`src/rtl/keypad_scanner_if.sv`:
```
// rtl/keypad_scanner_if.sv - keypad scanner signal bundle
//
// Purpose: groups the keypad matrix pins and the key-code handshake of
// keypad_scanner into one interface.
// Signals:
//   keyRow     [3:0] keypad rows, active-low, asynchronous to CLK
//   keyCol     [3:0] column drive, active-low one-hot
//   keyCode    [3:0] accepted key (row*4+col)
//   keyValid         accepted code pending
//   keyAck           consumer acknowledge
//   keyOverrun       a new key overwrote an unacknowledged code
//   keyPressed       accepted key held or release being debounced
// Modports: master = scanner side, slave = keypad/consumer side.

interface keypad_scanner_if;
  logic [3:0] keyRow;
  logic [3:0] keyCol;
  logic [3:0] keyCode;
  logic       keyValid;
  logic       keyAck;
  logic       keyOverrun;
  logic       keyPressed;

  modport master (
    input  keyRow, keyAck,
    output keyCol, keyCode, keyValid, keyOverrun, keyPressed
  );

  modport slave (
    output keyRow, keyAck,
    input  keyCol, keyCode, keyValid, keyOverrun, keyPressed
  );
endinterface

```
`src/rtl/keypad_scanner.sv`:
```
// rtl/keypad_scanner.sv - 4x4 matrix keypad scanner with debounce and valid/ack
//
// Purpose: drives the keypad columns one at a time, detects a pressed key,
// debounces press and release, and hands one key code per press to the
// consumer through keyValid/keyAck.
// Ports:
//   CLK  board clock
//   RST  synchronous active-high reset
//   kp   keypad_scanner_if.master (rows/ack in; columns, code, valid,
//        overrun, pressed out)
// Parameters:
//   SCAN_DIV      cycles each column is driven while scanning (>=4)
//   DEBOUNCE_CNT  consecutive stable cycles to accept a press/release (>=2)

module keypad_scanner #(
  parameter int SCAN_DIV     = 1000,
  parameter int DEBOUNCE_CNT = 20000
) (
  input logic              CLK,
  input logic              RST,
  keypad_scanner_if.master kp
);

  localparam int DW = $clog2(SCAN_DIV);
  localparam int BW = $clog2(DEBOUNCE_CNT);
  localparam logic [DW-1:0] DWELL_LAST = DW'(SCAN_DIV - 1);
  localparam logic [BW-1:0] DEB_LAST   = BW'(DEBOUNCE_CNT - 1);

  typedef enum logic [1:0] {SCAN, DEBOUNCE, HOLD, RELEASE} state_t;

  state_t        state, state_nxt;
  logic [3:0]    row_s1, row_s2;
  logic [3:0]    cap, cap_nxt;
  logic [1:0]    col, col_nxt;
  logic [1:0]    krow, krow_nxt;
  logic [DW-1:0] dwell, dwell_nxt;
  logic [BW-1:0] deb, deb_nxt;
  logic          accept;
  logic [3:0]    code_q;
  logic          valid_q;
  logic          ovr_q;
  logic [3:0]    rows;

  assign rows = row_s2;

  // Lowest-numbered low row wins when several rows are pulled down.
  function automatic logic [1:0] low_row(input logic [3:0] r);
    if (!r[0])      return 2'd0;
    else if (!r[1]) return 2'd1;
    else if (!r[2]) return 2'd2;
    else            return 2'd3;
  endfunction

  // State register plus datapath registers.
  always_ff @(posedge CLK) begin
    if (RST) begin
      state   <= SCAN;
      row_s1  <= 4'hF;
      row_s2  <= 4'hF;
      cap     <= 4'hF;
      col     <= 2'd0;
      krow    <= 2'd0;
      dwell   <= '0;
      deb     <= '0;
      code_q  <= 4'd0;
      valid_q <= 1'b0;
      ovr_q   <= 1'b0;
    end else begin
      state  <= state_nxt;
      row_s1 <= kp.keyRow;
      row_s2 <= row_s1;
      cap    <= cap_nxt;
      col    <= col_nxt;
      krow   <= krow_nxt;
      dwell  <= dwell_nxt;
      deb    <= deb_nxt;
      // A same-cycle ack loses to the new key; the overrun flag records
      // whether the previous code was still unconsumed.
      if (accept) begin
        code_q  <= {krow, col};
        valid_q <= 1'b1;
        ovr_q   <= valid_q & ~kp.keyAck;
      end else if (kp.keyAck && valid_q) begin
        valid_q <= 1'b0;
        ovr_q   <= 1'b0;
      end
    end
  end

  // Next-state and counter logic.
  always_comb begin
    state_nxt = state;
    cap_nxt   = cap;
    col_nxt   = col;
    krow_nxt  = krow;
    dwell_nxt = dwell;
    deb_nxt   = deb;
    accept    = 1'b0;
    case (state)
      SCAN: begin
        // Rows are only trusted at the end of the dwell, once the
        // synchronizer has caught up with the new column.
        if (dwell == DWELL_LAST) begin
          dwell_nxt = '0;
          if (rows == 4'hF) begin
            col_nxt = col + 2'd1;
          end else begin
            cap_nxt   = rows;
            krow_nxt  = low_row(rows);
            deb_nxt   = '0;
            state_nxt = DEBOUNCE;
          end
        end else begin
          dwell_nxt = dwell + DW'(1);
        end
      end
      DEBOUNCE: begin
        if (rows != cap) begin
          col_nxt   = col + 2'd1;
          dwell_nxt = '0;
          state_nxt = SCAN;
        end else if (deb == DEB_LAST) begin
          accept    = 1'b1;
          state_nxt = HOLD;
        end else begin
          deb_nxt = deb + BW'(1);
        end
      end
      HOLD: begin
        if (rows == 4'hF) begin
          deb_nxt   = '0;
          state_nxt = RELEASE;
        end
      end
      RELEASE: begin
        if (rows != 4'hF) begin
          deb_nxt = '0;
        end else if (deb == DEB_LAST) begin
          col_nxt   = col + 2'd1;
          dwell_nxt = '0;
          state_nxt = SCAN;
        end else begin
          deb_nxt = deb + BW'(1);
        end
      end
      default: state_nxt = SCAN;
    endcase
  end

  // Outputs.
  always_comb begin
    kp.keyCol     = ~(4'b0001 << col);
    kp.keyPressed = (state == HOLD) || (state == RELEASE);
    kp.keyCode    = code_q;
    kp.keyValid   = valid_q;
    kp.keyOverrun = ovr_q;
  end

endmodule

```
`src/flat_wrapper.sv`:
```
// flat-port wrapper written by rule: the top's interface ports become plain ports
module keypad_scanner_flat 
#(
  parameter int SCAN_DIV     = 1000,
  parameter int DEBOUNCE_CNT = 20000
)
  (CLK, RST, kp_keyRow, kp_keyAck, kp_keyCol, kp_keyCode, kp_keyValid, kp_keyOverrun, kp_keyPressed);
  keypad_scanner_if kp_i ();
  input logic CLK;
  input logic RST;
  input wire logic [$bits(kp_i.keyRow)-1:0] kp_keyRow;
  input wire logic [$bits(kp_i.keyAck)-1:0] kp_keyAck;
  output wire logic [$bits(kp_i.keyCol)-1:0] kp_keyCol;
  output wire logic [$bits(kp_i.keyCode)-1:0] kp_keyCode;
  output wire logic [$bits(kp_i.keyValid)-1:0] kp_keyValid;
  output wire logic [$bits(kp_i.keyOverrun)-1:0] kp_keyOverrun;
  output wire logic [$bits(kp_i.keyPressed)-1:0] kp_keyPressed;
  assign kp_i.keyRow = kp_keyRow;
  assign kp_i.keyAck = kp_keyAck;
  assign kp_keyCol = kp_i.keyCol;
  assign kp_keyCode = kp_i.keyCode;
  assign kp_keyValid = kp_i.keyValid;
  assign kp_keyOverrun = kp_i.keyOverrun;
  assign kp_keyPressed = kp_i.keyPressed;
  keypad_scanner #(.SCAN_DIV(SCAN_DIV), .DEBOUNCE_CNT(DEBOUNCE_CNT)) u_core (.CLK(CLK), .RST(RST), .kp(kp_i));
endmodule
```
`config.mk`:
```
export PLATFORM = sky130hd
export DESIGN_NAME = keypad_scanner_flat
export DESIGN_NICKNAME = d
export VERILOG_FILES = /design/src/rtl/keypad_scanner_if.sv /design/src/rtl/keypad_scanner.sv /design/src/flat_wrapper.sv
export SDC_FILE = /design/constraint.sdc
export NUM_CORES = 1
export LEC_CHECK = 0
export BUFFER_PORTS_ARGS = -buffer_cell sky130_fd_sc_hd__buf_2
export CAP_MARGIN = 20
export CORE_UTILIZATION = 47
export CTS_CLUSTER_DIAMETER = 150
export DETAILED_ROUTE_END_ITERATION = 12
export GPL_TIMING_DRIVEN = 0
export PLACE_DENSITY_LB_ADDON = 0.08
export SLEW_MARGIN = 20
export SYNTH_ARGS = -nofsm -noshare
export SYNTH_HDL_FRONTEND = slang
export SYNTH_SLANG_ARGS = --single-unit
```
`constraint.sdc`:
```
create_clock -name CLK -period 2.7 [get_ports CLK]
set_input_delay 0.135 -clock CLK [delete_from_list [all_inputs] [get_ports CLK]]
set_output_delay 0.135 -clock CLK [all_outputs]
set_load 0.005 [all_outputs]
```
### Word-level counts from Yosys, hierarchy flattened

Cells that the tools add are included.

| operators by class | value |
|---|---|
| $add $sub $neg | 3 |
| reductions and logical operators | 10 |
| shifts and indexed selects | 1 |
| bitwise gates (word level) | 4 |
| eq/ne operators | 17 |
| multiplexer cells | 35 |

Operators by type and width:

| kind | number |
|---|---|
| two-way mux 15 bit | 6 |
| one-hot mux 15 bit (4 select lines) | 1 |
| two-way mux 10 bit | 4 |
| one-hot mux 10 bit (3 select lines) | 1 |
| two-way mux 2 bit | 14 |
| adder 15 x 1 -> 15 bit (second input constant) | 1 |
| == test 15 bit (second input constant) | 1 |
| AND reduction 6 bit | 2 |
| adder 10 x 1 -> 10 bit (second input constant) | 1 |
| == test 10 bit (second input constant) | 1 |
| != test 2 x 1 -> 1 bit (second input constant) | 5 |
| one-hot mux 2 bit (4 select lines) | 1 |
| AND reduction 4 bit | 2 |
| two-way mux 1 bit | 7 |
| != test 2 bit (second input constant) | 3 |
| one-hot mux 2 bit (3 select lines) | 1 |
| == test 2 bit (second input constant) | 2 |
| == test 4 bit (second input constant) | 1 |
| != test 4 bit | 1 |
| != test 4 bit (second input constant) | 1 |
| NOT 4 bit | 1 |
| left shift 1 x 2 -> 4 bit (first input constant) | 1 |
| != test 3 x 1 -> 1 bit (second input constant) | 1 |
| AND reduction 3 bit | 1 |
| other kinds (9) | 10 |

| word-level totals | value |
|---|---|
| logic and storage cells | 81 |
| output and inout bits | 11 |
| register bits after elaboration | 49 |
| bits of input ports | 7 |

### Longest topological paths before layout

| depth | value |
|---|---|
| depth after elaboration | 5 |
| depth in mapped cells | 8 |
| depth with buffers taken out | 6 |

### Least setup slack after synthesis

Ideal clock, no wire load.

| timing | value |
|---|---|
| kind | register to register |
| from | register u_core.deb[6] |
| to | register u_core.ovr_q, in the netlist u_core.kp.keyOverrun |
| buffers on the path | 2 |
| data arrival time | 2.123 ns |
| clock period less this slack | 2.254 ns |
| setup time | 0.132 ns |
| stages on the path, launching flop included | 8 |
| required time | 2.568 ns |
| setup slack | 0.446 ns |
| cells stage by stage | dfxtp_1 -> clkbuf_1 -> or4b_4 -> or4_1 -> or3_1 -> clkbuf_1 -> o21ai_0 -> nor3_1 |

| on the way | value |
|---|---|
| longest elaborated chain between the ends | 5 |
| elaborated cells between the ends (all ways) | 6 |
| classes of those cells | 1 x eq/ne; 4 x mux; 1 x reduce/logical |

Ends and longest elaborated chain:

| item | line | source |
|---|---|---|
| start, declared | keypad_scanner.sv:37 | `logic [BW-1:0] deb, deb_nxt;` |
| start signal, assigned | keypad_scanner.sv:76 | `deb <= deb_nxt;` |
| == test 15 bit * | keypad_scanner.sv:122 | `end else if (deb == DEB_LAST) begin` |
| two-way mux 1 bit * | keypad_scanner.sv:122 |  |
| two-way mux 1 bit * | keypad_scanner.sv:118 | `if (rows != cap) begin` |
| two-way mux 1 bit * | keypad_scanner.sv:99 | `case (state)` |
| two-way mux 1 bit or nonzero test 2 bit (tied branches) | -- |  |
| end signal, assigned | keypad_scanner.sv:82 | `ovr_q <= valid_q & ~kp.keyAck;` |
| end, declared | keypad_scanner.sv:41 | `logic ovr_q;` |

Every way passes the cells marked *; elsewhere a longest branch is shown, timed or not.
A chain may end at the register's enable or synchronous reset.

### Final worst setup path

| timing | value |
|---|---|
| from | register u_core.deb[6] |
| to | register u_core.col[0] |

| on the way | value |
|---|---|
| longest elaborated chain between the ends | 3 |

Ends and longest elaborated chain:

| item | line | source |
|---|---|---|
| == test 15 bit | keypad_scanner.sv:138 | `end else if (deb == DEB_LAST) begin` |
| != test 2 x 1 -> 1 bit (no source line) | -- |  |
| AND reduction 6 bit (no source line) | -- |  |
| end signal, assigned | keypad_scanner.sv:73 | `col <= col_nxt;` |
| end, declared | keypad_scanner.sv:34 | `logic [1:0] col, col_nxt;` |

No other way between the ends.

==> results.md <==
* Met3 GRT Util at approximately 3.3%
* HPWL Detailed at 3550 um
* Worst-margin pin slew at 727 ps
* Top post-synthesis cells by area: dfxtp_1 (41%), a21oi_1 (5.0%), nand2_1 (3.3%)
* Slew margin rel. at 51.3%
* Remaining global-route overflow at 0
* RSZ-0062 raised after global routing: false
* P_leak at 0.960 nW
* Syn_area_per_cell at 8.62 um2
* Post-route ant nets at 0
* Maximum vdd drop at ~0.00028 V
* GPL Wtd Cong at 0.807
* Max_cap viols at 0
* Clock Tree Buf Depth at 2
* Core area at 0.00482 mm2
* Fill cell count at between 400 and 500
* Mapped Cells at 280
* Pre-Repair DR Iteration Count at 4
* Starting Density at 50.1%
* Area of the multi-input gates at ~0.0013 mm2
* #FFs+latches synth at 49
* Period Utilization, post-route at 94.1%
* Cts bufs inserted at 5
* CP startpoint kind: flip-flop
* Gr busiest metal: met2
* Design area at 0.00271 mm2
* Post-synthesis sequential area ratio at 40.7%
* CP Capture Type: flip-flop
* Setup TNS at 0 ps
* Clock Pin Slew Worst Setup and Hold Paths at about 90 ps
* CTS tree: yes
* Crit Path Class: reg2reg
* Syn Nets at 293
* Antenna diode count at 0
* Drt wl/cell at roughly 13 um
* Worst Hold Class: in2reg
* Final setup fails at 0
* P&R area growth vs syn at 12.4%
* DRC at 0
* Clk sink count at 49
* Final critical-path required period at 2540 ps
* Die ar. at 0.00542 mm2
* Share of cells above drive strength 1 at about 14%
* Routing usage on met1 at 29.0%
* Ys flop type: dfxtp_1
* Detailed Route Iter0 Violations at 117
* Port Buffers at 17
* Synth top area share at 40.7%
* Most frequent cells in the layout: dfxtp_1 (49), a21oi_1 (24), nand2_1 (21)
* Synth warn at 0
* Power Density at 492 mW/mm2
* Critical Path AT at 2730 ps
* Post-synth cell types at 49
* Fin. Hold Viols at 0
* Largest area contributor in the netlist: dfxtp_1
* EDFF count, synth at 0
* Post-CTS setup buffers at 0
* Clock skew at 9.72 ps
* Data required, critical path at a little under 3000 ps
* Critical Path Max Stage Delay at 600 ps
* Vias per cell at 5.61
* Met2 usage at 31.3%
* Die height at 73.6 um
* Critical Path, Cell by Cell: clkbuf_1, or4b_4, nor4_4, buf_2, nand3_1, a31oi_1, mux2_2
* Reg area at 981 um2
* Gr usage total at 20.2%
* Worst-path fanout max at 10
* Count of pins over their slew limit at 0
* Final net count at approximately 320
* Fmax at 394 MHz
* Row count at 25
* Vias at 2094
* First-pass GRT wire length at 8560 um
* Hold Slack at approximately 12 ps
* Reg2reg setup slack at 160 ps
* Synthesized area at 0.00241 mm2
* Status: complete, no violations
* Share of flip-flops with an asynchronous set or reset at 0%
* Largest net degree at the start of global routing at 15
* Antenna violations before repair at 0
* I/O Pins at 18
* Vias in the first global route at approximately 1800
* Worst path slowest cell: or4b_4
* Most common cell after layout, fill and taps aside: dfxtp_1
* CTS root buffer: clkbuf_8
* Final WL at 4970 um
* Number of H-tree levels at 2
* Latest clock arrival within the worst-skew pair at 300 ps
* Dpl cell area at 0.00258 mm2
* Chip Width at 73.6 um
## critical path, delay by kind of cell, from the launching register on
family	cells	cell delay, ps
buffers and inverters	2	460
AND/OR/NAND/NOR	3	910
AO/OA/AOI/OAI	1	380
multiplexers	1	370
flip-flops	1	310
## layout make-up
| class | count | share of cell area [%] |
|---|---|---|
| plain buffers | 15 | 2.68 |
| clock buffers | 7 | 3.18 |
| clock inverters | 1 | 1.11 |
| inverters | 9 | 1.25 |
| multi-input cells | 207 | 49.0 |
| flip-flops and latches | 49 | 36.2 |
| well taps | 67 | 3.09 |
| repair buffers | 18 | 3.51 |
## where the power goes
part | switching [mW] | total [mW] | internal (mW)
sequential | 0.00829 | 0.740 | 0.731
clock | 0.236 | 0.538 | 0.302
combinational | 0.0300 | 0.0569 | 0.0269
## stage by stage
stage	utilization, %	instances	setup WS (ps)	total power [mW]
4_1_cts	56.0	372	116	1.35
3_3_place_gp	53.6	364	165	0.811
5_1_grt	56.3	373	19.7	1.39
2_1_floorplan	-	280	446	0.794
6_report	56.3	373	160	1.33
3_5_place_dp	53.6	364	153	0.811
## logic make-up after synthesis
kind of cell	after synthesis	share of synthesized area [%]
AOI/OAI and AO/OA	72	19.6
buffers and inverters	24	4.41
xor gates and xnor gates	5	1.82
adders and majority gates	6	3.11
muxes	5	2.13
DFF	49	40.7
and+or+nand+nor	119	28.3
## flip-flops by register name, indices dropped and copies added (netlist names), named ones only
register	flops
u_core.krow	2
u_core.kp.keyCode	4
u_core.cap	4
u_core.deb	15
u_core.kp.keyValid	1
u_core.col	2
u_core.dwell	10
u_core.row_s1	4
u_core.kp.keyOverrun	1
u_core.state	1
u_core.row_s2	4
## cells in the mapped netlist (2+ instances only)
cell       count
dfxtp_1       49
a21oi_1       24
nand2_1       21
nor2_1        20
clkbuf_1      12
nand3_1       11
o21ai_0       11
inv_1          9
or2_2          9
or4_1          9
nand2b_1       8
nor3_1         8
o31ai_1        7
a31oi_1        6
ha_1           6
nand4_1        6
a311oi_1       5
xnor2_1        5
a211o_1        4
and3_1         4
mux2i_1        4
nor2b_1        4
or3_1          4
a41oi_1        3
and4_1         3
a211oi_1       2
a2bb2oi_1      2
buf_6          2
nand4b_1       2
## what timing repair did
action | 4_1_cts | 5_1_grt
gates resized for setup | 0 | 1
setup endpoints to repair | 0 | 1
hold buffers | 0 | 1
hold endpoints to repair | 0 | 1
## path summary, 6_finish.rpt
path / from / to / cells after the start
setup reg to reg: u_core.deb[6] / u_core.col[0] / 7
hold reg to reg: u_core.row_s1[3] / u_core.row_s2[3] / 1
setup / recovery: u_core.deb[6] / u_core.col[0] / 7
hold / removal: kp_keyRow[1] / u_core.row_s1[1] / 2
## layer usage
metal | wire [um] | vias to the layer above
met3 | 147 | 7
met4 | 51 | 0
met2 | 2190 | 35
li1 | - | 1083
met5 | 0 | -
met1 | 2580 | 969
No activity file was read; power rests on OpenSTA's default activity.
